<file path="config.mk">
export PLATFORM = sky130hd
export DESIGN_NAME = seg7_scan_driver
export DESIGN_NICKNAME = d
export VERILOG_FILES = /design/src/rtl/seg7_pkg.sv /design/src/rtl/seg7_decode.sv /design/src/rtl/seg7_scan_driver.sv
export SDC_FILE = /design/constraint.sdc
export NUM_CORES = 1
export LEC_CHECK = 0
export BUFFER_PORTS_ARGS = -buffer_cell sky130_fd_sc_hd__buf_2
export CORE_MARGIN = 2
export CORE_UTILIZATION = 30
export DETAILED_ROUTE_END_ITERATION = 8
export SKIP_LAST_GASP = 1
export SLEW_MARGIN = 30
export SYNTH_ARGS = -nofsm -noshare
export SYNTH_HDL_FRONTEND = slang
export SYNTH_SLANG_ARGS = --single-unit
</file>
<file path="constraint.sdc">
create_clock -name clk -period 3 [get_ports clk]
set_clock_uncertainty 0.1 [all_clocks]
set_input_delay 0.3 -clock clk [delete_from_list [all_inputs] [get_ports clk]]
set_output_delay 0.3 -clock clk [all_outputs]
set_load 0.01 [all_outputs]
</file>
<file path="src/rtl/seg7_pkg.sv">
// Segment encodings and BCD-to-7-segment lookup for the scan driver.
// Bit order is {a,b,c,d,e,f,g,dp}. All outputs are active high.
package seg7_pkg;

  localparam logic [7:0] SEG_0     = 8'b1111_1100;
  localparam logic [7:0] SEG_1     = 8'b0110_0000;
  localparam logic [7:0] SEG_2     = 8'b1101_1010;
  localparam logic [7:0] SEG_3     = 8'b1111_0010;
  localparam logic [7:0] SEG_4     = 8'b0110_0110;
  localparam logic [7:0] SEG_5     = 8'b1011_0110;
  localparam logic [7:0] SEG_6     = 8'b1011_1110;
  localparam logic [7:0] SEG_7     = 8'b1110_0000;
  localparam logic [7:0] SEG_8     = 8'b1111_1110;
  localparam logic [7:0] SEG_9     = 8'b1111_0110;
  localparam logic [7:0] SEG_BLANK = 8'b0000_0000;

  // Non-BCD codes 10..15 are shown as a dark digit.
  function automatic logic [7:0] seg7_encode(input logic [3:0] digit);
    case (digit)
      4'd0:    return SEG_0;
      4'd1:    return SEG_1;
      4'd2:    return SEG_2;
      4'd3:    return SEG_3;
      4'd4:    return SEG_4;
      4'd5:    return SEG_5;
      4'd6:    return SEG_6;
      4'd7:    return SEG_7;
      4'd8:    return SEG_8;
      4'd9:    return SEG_9;
      default: return SEG_BLANK;
    endcase
  endfunction

endpackage

</file>
<file path="src/rtl/seg7_decode.sv">
// Combinational digit decoder: BCD digit plus blank and decimal-point controls.
// A blanked digit still lights its decimal point when dp is set.
module seg7_decode
  import seg7_pkg::*;
(
  input  logic [3:0] digit,
  input  logic       blank,
  input  logic       dp,
  output logic [7:0] segments
);

  logic [7:0] glyph;

  always_comb begin
    glyph    = blank ? SEG_BLANK : seg7_encode(digit);
    segments = {glyph[7:1], dp};
  end

endmodule

</file>
<file path="src/rtl/seg7_scan_driver.sv">
// Time-multiplexed N-digit 7-segment scan driver with tear-free frame buffer,
// anti-ghost blanking, leading-zero suppression and per-digit blink.
module seg7_scan_driver
  import seg7_pkg::*;
#(
  parameter int N_DIGITS     = 4,
  parameter int SCAN_DIV     = 50000,
  parameter int BLANK_CYC    = 500,
  parameter int BLINK_FRAMES = 64
) (
  input  logic                  clk,
  input  logic                  rst_n,
  input  logic [4*N_DIGITS-1:0] digits_i,
  input  logic [N_DIGITS-1:0]   dp_i,
  input  logic                  load,
  input  logic                  decode_en,
  input  logic                  lz_suppress,
  input  logic [N_DIGITS-1:0]   blink_mask,
  output logic [7:0]            segments,
  output logic [N_DIGITS-1:0]   digit_sel,
  output logic                  frame_done
);

  localparam int PW = $clog2(SCAN_DIV);
  localparam int IW = (N_DIGITS > 1) ? $clog2(N_DIGITS) : 1;
  localparam int FW = (BLINK_FRAMES > 1) ? $clog2(BLINK_FRAMES) : 1;

  logic [PW-1:0]         presc;
  logic [IW-1:0]         idx;
  logic [FW-1:0]         frame_cnt;
  logic                  blink_phase;
  logic [4*N_DIGITS-1:0] pending_digits, shadow_digits;
  logic [N_DIGITS-1:0]   pending_dp, shadow_dp;

  logic                  slot_wrap, idx_last, frame_end;
  logic [N_DIGITS-1:0]   lz_blank, sel_onehot;
  logic                  zero_run;
  logic [3:0]            cur_digit;
  logic                  blink_off, cur_blank, cur_dp;
  logic [7:0]            dec_seg;

  assign slot_wrap = (presc == PW'(SCAN_DIV - 1));
  assign idx_last  = (idx == IW'(N_DIGITS - 1));
  assign frame_end = slot_wrap && idx_last;

  always_ff @(posedge clk or negedge rst_n) begin
    if (!rst_n) begin
      presc       <= '0;
      idx         <= '0;
      frame_cnt   <= '0;
      blink_phase <= 1'b0;
    end else begin
      presc <= slot_wrap ? '0 : presc + PW'(1);
      if (slot_wrap)
        idx <= idx_last ? '0 : idx + IW'(1);
      if (frame_end) begin
        if (frame_cnt == FW'(BLINK_FRAMES - 1)) begin
          frame_cnt   <= '0;
          blink_phase <= ~blink_phase;
        end else begin
          frame_cnt <= frame_cnt + FW'(1);
        end
      end
    end
  end

  // A load on the boundary cycle bypasses pending so it is not lost for a frame.
  always_ff @(posedge clk or negedge rst_n) begin
    if (!rst_n) begin
      pending_digits <= '0;
      pending_dp     <= '0;
      shadow_digits  <= '0;
      shadow_dp      <= '0;
    end else begin
      if (load) begin
        pending_digits <= digits_i;
        pending_dp     <= dp_i;
      end
      if (frame_end) begin
        shadow_digits <= load ? digits_i : pending_digits;
        shadow_dp     <= load ? dp_i     : pending_dp;
      end
    end
  end

  // Walk down from the most significant digit while every digit seen is zero.
  always_comb begin
    lz_blank = '0;
    zero_run = 1'b1;
    for (int unsigned k = N_DIGITS - 1; k >= 1; k--) begin
      zero_run    = zero_run && (shadow_digits[4*k +: 4] == 4'd0);
      lz_blank[k] = lz_suppress && zero_run;
    end
  end

  always_comb begin
    sel_onehot      = '0;
    sel_onehot[idx] = 1'b1;
    cur_digit       = shadow_digits[{idx, 2'b00} +: 4];
    blink_off       = blink_mask[idx] && blink_phase;
    cur_blank       = lz_blank[idx] || blink_off;
    cur_dp          = shadow_dp[idx] && !blink_off;
  end

  seg7_decode u_decode (
    .digit    (cur_digit),
    .blank    (cur_blank),
    .dp       (cur_dp),
    .segments (dec_seg)
  );

  always_ff @(posedge clk or negedge rst_n) begin
    if (!rst_n) begin
      segments   <= SEG_BLANK;
      digit_sel  <= '0;
      frame_done <= 1'b0;
    end else begin
      frame_done <= frame_end;
      if (!decode_en) begin
        segments  <= SEG_BLANK;
        digit_sel <= '0;
      end else begin
        digit_sel <= sel_onehot;
        segments  <= (presc < PW'(BLANK_CYC)) ? SEG_BLANK : dec_seg;
      end
    end
  end

endmodule

</file>
==> qor.yml, run 1 <==
outcome: "finished with violations"
violations: "DRC"
vdd_drop_max_v: 0.0002574
crit_type: "reg2reg"
routed_wl_mm: 6.629
syn_area_mm2: 0.003580
cts-root-buf: "clkbuf_16"
synthArstFlopShare_pct: 100.0
met2WireLength_mm: 3.059
setup_total_negative_slack_ns: 0
worstPathArrival_ns: 2.58
die_w_um: 113.2
areaGrowthSynthToFinish_pct: 18.14
cts_tree: "yes"
tightest_slew_ns: 0.7037
pin_count: 42
grt_max_degree: 79
dp.final_hpwl_mm: 4.533
hold_viol: 0
wl_met3_um: 209
portBuffers: 41
avgRoutedWirePerCell_um: 14.38
synth.avg_cell_area_um2: 13.36
max-clock-path-buffers: 2
post_cts_resized: 0
clkTransAtPathRegs_ns: 0.06
grt_pass1_vias: 2194
p_total_mw: 2.277
die_area_mm2: 0.01282
cp-startpoint: "idx[0]$_DFFE_PN0N_"
grt_pass1_wl_mm: 11.36
antenna_found_initial: 0
synth_edf_count: 0
vias: 2163
cp.required_ns: 3.14
viasPerCell: 4.692
finalCritPeriodShare_pct: 81.33
synth.distinct_cells: 44
layout.nets: 353
first_pass_iters: 6
cap_violations: 0
final_cells: 461
grt_usage_pct: 11.33
initial_core_util_pct: 31.08
cts_hold_buf: 0
hold_start: "dp_i[1]"
p_leak_nw: 2.015
drive_above_1_share_pct: 32.08
fin_area_mm2: 0.004229
drv_slew: 0
dpl_cell_area_mm2: 0.003908
fin_crit_ns: 2.440
drt_iter0_drc: 145
ys_ff_latch: 78
ant_nets: 0
drc_errors: 3
dp.cells: 444
cp-start-kind: "register"
crit_path_max_fanout: 12
max_freq_ghz: 0.4099
grt-ovfl-total: 0
yosys_warnings: 0
setup_violations: 0
htreeDepth: 3
diodes: 0
relSlewSlack_pct: 53.09
hold_path.class: "in2reg"
power_density_mw_per_mm2: 538.3
core_mm2: 0.01152
syn_nets: 308
post_cts_buffers: 0
wl_met1_mm: 3.225
ys_seq_area_share_pct: 54.53
numClockSinks: 78
finalWeightedCongestion: 0.7595
worstReg2RegStart: "idx[0]$_DFFE_PN0N_"
netlist_instances: 268
rsz0062_at_grt: "false"
num_rows: 39
worstSkewPairLatency_ns: 0.33
die-height_um: 113.2
highest_layer: "met4"
synthFlopType: "dfrtp_1"
cts_buffers: 9
cp-end-kind: "register"
-- cells in the mapped netlist (4+ instances only) --
cell	count	share of area (%)
clkbuf_1	6	0.63
o21ai_0	10	1.4
dfrtp_1	78	55
mux2_1	9	2.8
ha_1	11	3.8
nor4_1	4	0.70
nand3_1	10	1.4
and2_1	10	1.7
nor3_1	7	0.98
xnor2_1	7	1.7
nor2_1	10	1.0
mux2_4	10	4.2
and3_1	10	1.7
inv_1	10	1.0
mux2_2	24	7.5
xor2_1	8	2.0
mux4_2	6	3.8
-- cell type report --
type,count,area (um2)
clock buffer,10,239.0
clock inverter,6,68.82
fill,1108,7287
inverter,10,37.54
multi-input combinational,170,1516
sequential,78,1952
tap,143,178.9
timing repair buffer,44,236.5
-- kinds of logic after synthesis --
family | count (synthesis) | synth area share (%)
flip-flops | 78 | 54.53
AND/OR/NAND/NOR | 69 | 11.53
multiplexers | 52 | 19.19
AO/OA/AOI/OAI | 23 | 4.125
buffers and inverters | 20 | 3.111
XOR/XNOR | 15 | 3.670
adder cells (fa/ha/maj) | 11 | 3.845
-- critical path, stage by stage (launching register included) --
cell and delay [ns]:
dfrtp_1 0.72, mux4_2 0.65, inv_1 0.12, ha_1 0.14, inv_1 0.05, mux2_2 0.26, mux2i_1 0.13, nor3b_1 0.19
-- metrics by stage --
step	setup WS (ns)	utilization (%)	hold slack [ns]
floorplan	0.6374	-	-0.09559
global placement	0.5571	33.93	0.3386
detailed placement	0.5608	33.93	0.3505
CTS	0.5440	36.60	0.06343
global route	0.3386	36.72	0.1117
finish	0.5602	36.72	0.1195
-- final timing paths --
kind                                                endpoint  slack [ns]  cells past startpoint
worst max-delay path                   segments[3]$_DFF_PN0_        0.56                      7
worst min register to register            presc[0]$_DFF_PN0_        0.36                      1
max in group asynchronous                 idx[0]$_DFFE_PN0N_        1.85                      2
worst max register to register         segments[3]$_DFF_PN0_        0.56                      7
min in group asynchronous       pending_digits[14]$_DFF_PN0_        0.43                      2
worst min-delay path                 pending_dp[1]$_DFF_PN0_        0.12                      2
-- routing by layer --
layer  up-vias  GRT usage (%)
met3        11          2.571
li1       1050              -
met1      1075          15.55
met4         0          5.691
met5         -              0
met2        27          16.89
-- layout by cell type (no fill, tap or decap), types with 2 or more instances in the layout --
| cell type | instances |
|---|---|
| buf_2 | 40 |
| xnor2_1 | 7 |
| a21oi_1 | 3 |
| and3_1 | 10 |
| o21ai_0 | 10 |
| nand4b_1 | 2 |
| and2_1 | 10 |
| mux2i_1 | 3 |
| ha_1 | 11 |
| xor2_1 | 8 |
| mux4_2 | 6 |
| mux2_4 | 10 |
| a21o_1 | 2 |
| mux2_1 | 9 |
| nand3_1 | 10 |
| nand4_1 | 3 |
| nor4_1 | 4 |
| clkbuf_16 | 9 |
| inv_6 | 2 |
| nor2_1 | 10 |
| nand2_1 | 3 |
| nor2b_1 | 2 |
| buf_4 | 2 |
| mux2_2 | 24 |
| inv_1 | 10 |
| nor3_1 | 7 |
| dfrtp_1 | 78 |
-- flip-flops by register name, summed over array words and instances (netlist names), 2 cells and up --
signal          count
digit_sel           4
frame_cnt           6
idx                 2
pending_digits     16
pending_dp          4
presc              16
segments            8
shadow_digits      16
shadow_dp           4
-- power breakdown --
part | internal [mW] | switching, mW
clock network | 0.672 | 0.429
logic | 0.0414 | 0.0484
registers | 1.08 | 0.00588
total | 1.79 | 0.484
Power figures use the tool's default switching activity.
==> run 2, diff against run 1 <==
==> constraint.sdc (replaced) <==
create_clock -name clk -period 2.1 [get_ports clk]
set_clock_uncertainty 0.1 [all_clocks]
set_input_delay 0.21 -clock clk [delete_from_list [all_inputs] [get_ports clk]]
set_output_delay 0.21 -clock clk [all_outputs]
set_load 0.01 [all_outputs]
==> qor.yml, run 2 (same netlist as run 1, synthesis figures left out) <==
power_frac_seq_pct: 50.2
p_leak_nw: 2.149
cap_violations: 0
vias: 2287
numClockSinks: 78
worst_slack_ns: -0.01824
cp-end-kind: "register"
viasPerCell: 4.696
num_rows: 39
vdd_drop_max_v: 0.0003438
switchingPower_uw: 681.2
core_mm2: 0.01152
routed_wl_mm: 7.081
htreeDepth: 3
ant_nets: 0
grt-ovfl-total: 0
final_util_pct: 38.55
dp.final_hpwl_mm: 5.094
finalCritPeriodShare_pct: 100.9
finalWeightedCongestion: 0.7909
crit_family: "simple AND/OR/NAND/NOR gates"
areaGrowthSynthToFinish_pct: 24.01
cp.required_ns: 2.21
cts_tree: "yes"
drv_slew: 0
whs_ns: 0.02536
grt_pass1_vias: 2501
cp-start-kind: "register"
grt_usage_pct: 12.32
setup_violations: 4
p_sw_share_pct: 22.06
violations: "DRC, setup timing"
final_cells: 487
use_met1_pct: 15.64
die_area_mm2: 0.01282
diodes: 0
worstSkewPairLatency_ns: 0.33
cpMaxStageDelayCell: "or4b_4"
dp.cells: 467
antenna_found_initial: 0
final_cell_mix: "dfrtp_1, buf_2, buf_4"
portBuffers: 41
met3_usage_pct: 3.214
drc_errors: 5
power_density_mw_per_mm2: 695.6
cts-root-buf: "clkbuf_16"
final_common_cell: "dfrtp_1"
grt_use_met2_pct: 20.36
pin_count: 42
max-clock-path-buffers: 2
die-height_um: 113.2
clockPowerShare_pct: 45.5
top_usage_layer: "met2"
worstPathArrival_ns: 2.23
outcome: "finished with violations"
max_stage_delay_ns: 0.56
cts_buffers: 9
max_freq_ghz: 0.4721
reg.largest.list: "pending_digits: 16 flops, presc: 16 flops, shadow_digits: 16 flops"
p_int_mw: 2.407
fin_crit_ns: 2.118
grt_max_degree: 47
crit_chain: "or4b_4, nor4_4, and2_4, buf_12, mux2_2"
grt_pass1_wl_mm: 12.39
relSlewSlack_pct: 70.25
first_pass_iters: 6
rsz0062_at_grt: "true"
crit_type: "reg2reg"
clkTransAtPathRegs_ns: 0.06
drive_above_1_share_pct: 37.79
hold_viol: 0
combPwrFrac_pct: 4.3
die_w_um: 113.2
crit_path_max_fanout: 12
layout.nets: 379
initial_core_util_pct: 31.08
drt_iter0_drc: 119
tightest_slew_ns: 0.4463
avgRoutedWirePerCell_um: 14.54
path_buf_inv: 1
hold_path.class: "in2reg"
==> run 2: layer usage <==
| layer | up-vias | share of wire (%) |
|---|---|---|
| met5 | - | 0 |
| met4 | 0 | 1.5 |
| met3 | 9 | 3.5 |
| met2 | 31 | 49 |
| met1 | 1147 | 45 |
| li1 | 1100 | - |
==> run 2: repair_timing <==
item	CTS	global route
cloned	1	0
endpoints found under the setup margin	24	33
endpoints found under the hold margin	32	0
gates resized for setup	4	2
hold buffers	1	0
buffers inserted	2	1
pin swaps	0	2
==> run 2: path summary, 6_finish.rpt <==
path | from | end | slack (ns) | cells after the start
min in group asynchronous | rst_n | pending_digits[15]$_DFF_PN0_ | 0.26 | 2
min | dp_i[1] | pending_dp[1]$_DFF_PN0_ | 0.03 | 2
max | presc[7]$_DFF_PN0_ | shadow_digits[15]$_DFFE_PN0P_ | -0.02 | 5
max reg2reg | presc[7]$_DFF_PN0_ | shadow_digits[15]$_DFFE_PN0P_ | -0.02 | 5
min reg2reg | frame_cnt[4]$_DFFE_PN0P_ | frame_cnt[4]$_DFFE_PN0P_ | 0.36 | 1
max in group asynchronous | rst_n | digit_sel[0]$_DFF_PN0_ | 1.04 | 3
==> run 2: area by class of cell <==
cell class | instances | area (um2)
fill | 1110 | 7077
sequential | 78 | 1953
multi-input combinational | 170 | 1528
timing repair buffer | 70 | 473.0
clock buffer | 11 | 232.7
tap | 143 | 178.9
inverter | 10 | 37.54
clock inverter | 5 | 36.28
==> run 2: worst reg2reg max path, delay by kind of cell (launching register included) <==
family,cells,cell delay (ns)
flip-flops,1,0.37
AND/OR/NAND/NOR,3,1.03
buffers and inverters,1,0.15
multiplexers,1,0.34
==> run 2: through the flow <==
step           total power, mW  setup TNS, ns  instance area (um2)  worst slack [ns]
2_1_floorplan            1.633         -3.918                 3586           -0.1973
3_3_place_gp             1.713       -0.03294                 4109          -0.01006
3_5_place_dp             1.717        -0.3246                 4109          -0.05119
4_1_cts                  3.130        -0.1103                 4434          -0.03478
5_1_grt                  3.217         -1.471                 4439          -0.08440
6_report                 3.088       -0.02564                 4439          -0.01824
==> run 2: power groups by stage <==
stage / clock (mW) / combinational [mW] / sequential, mW
6_report: 1.40 / 0.132 / 1.55
5_1_grt: 1.51 / 0.151 / 1.55
3_3_place_gp: 0 / 0.136 / 1.58
2_1_floorplan: 0 / 0.0569 / 1.58
3_5_place_dp: 0 / 0.138 / 1.58
4_1_cts: 1.44 / 0.139 / 1.55
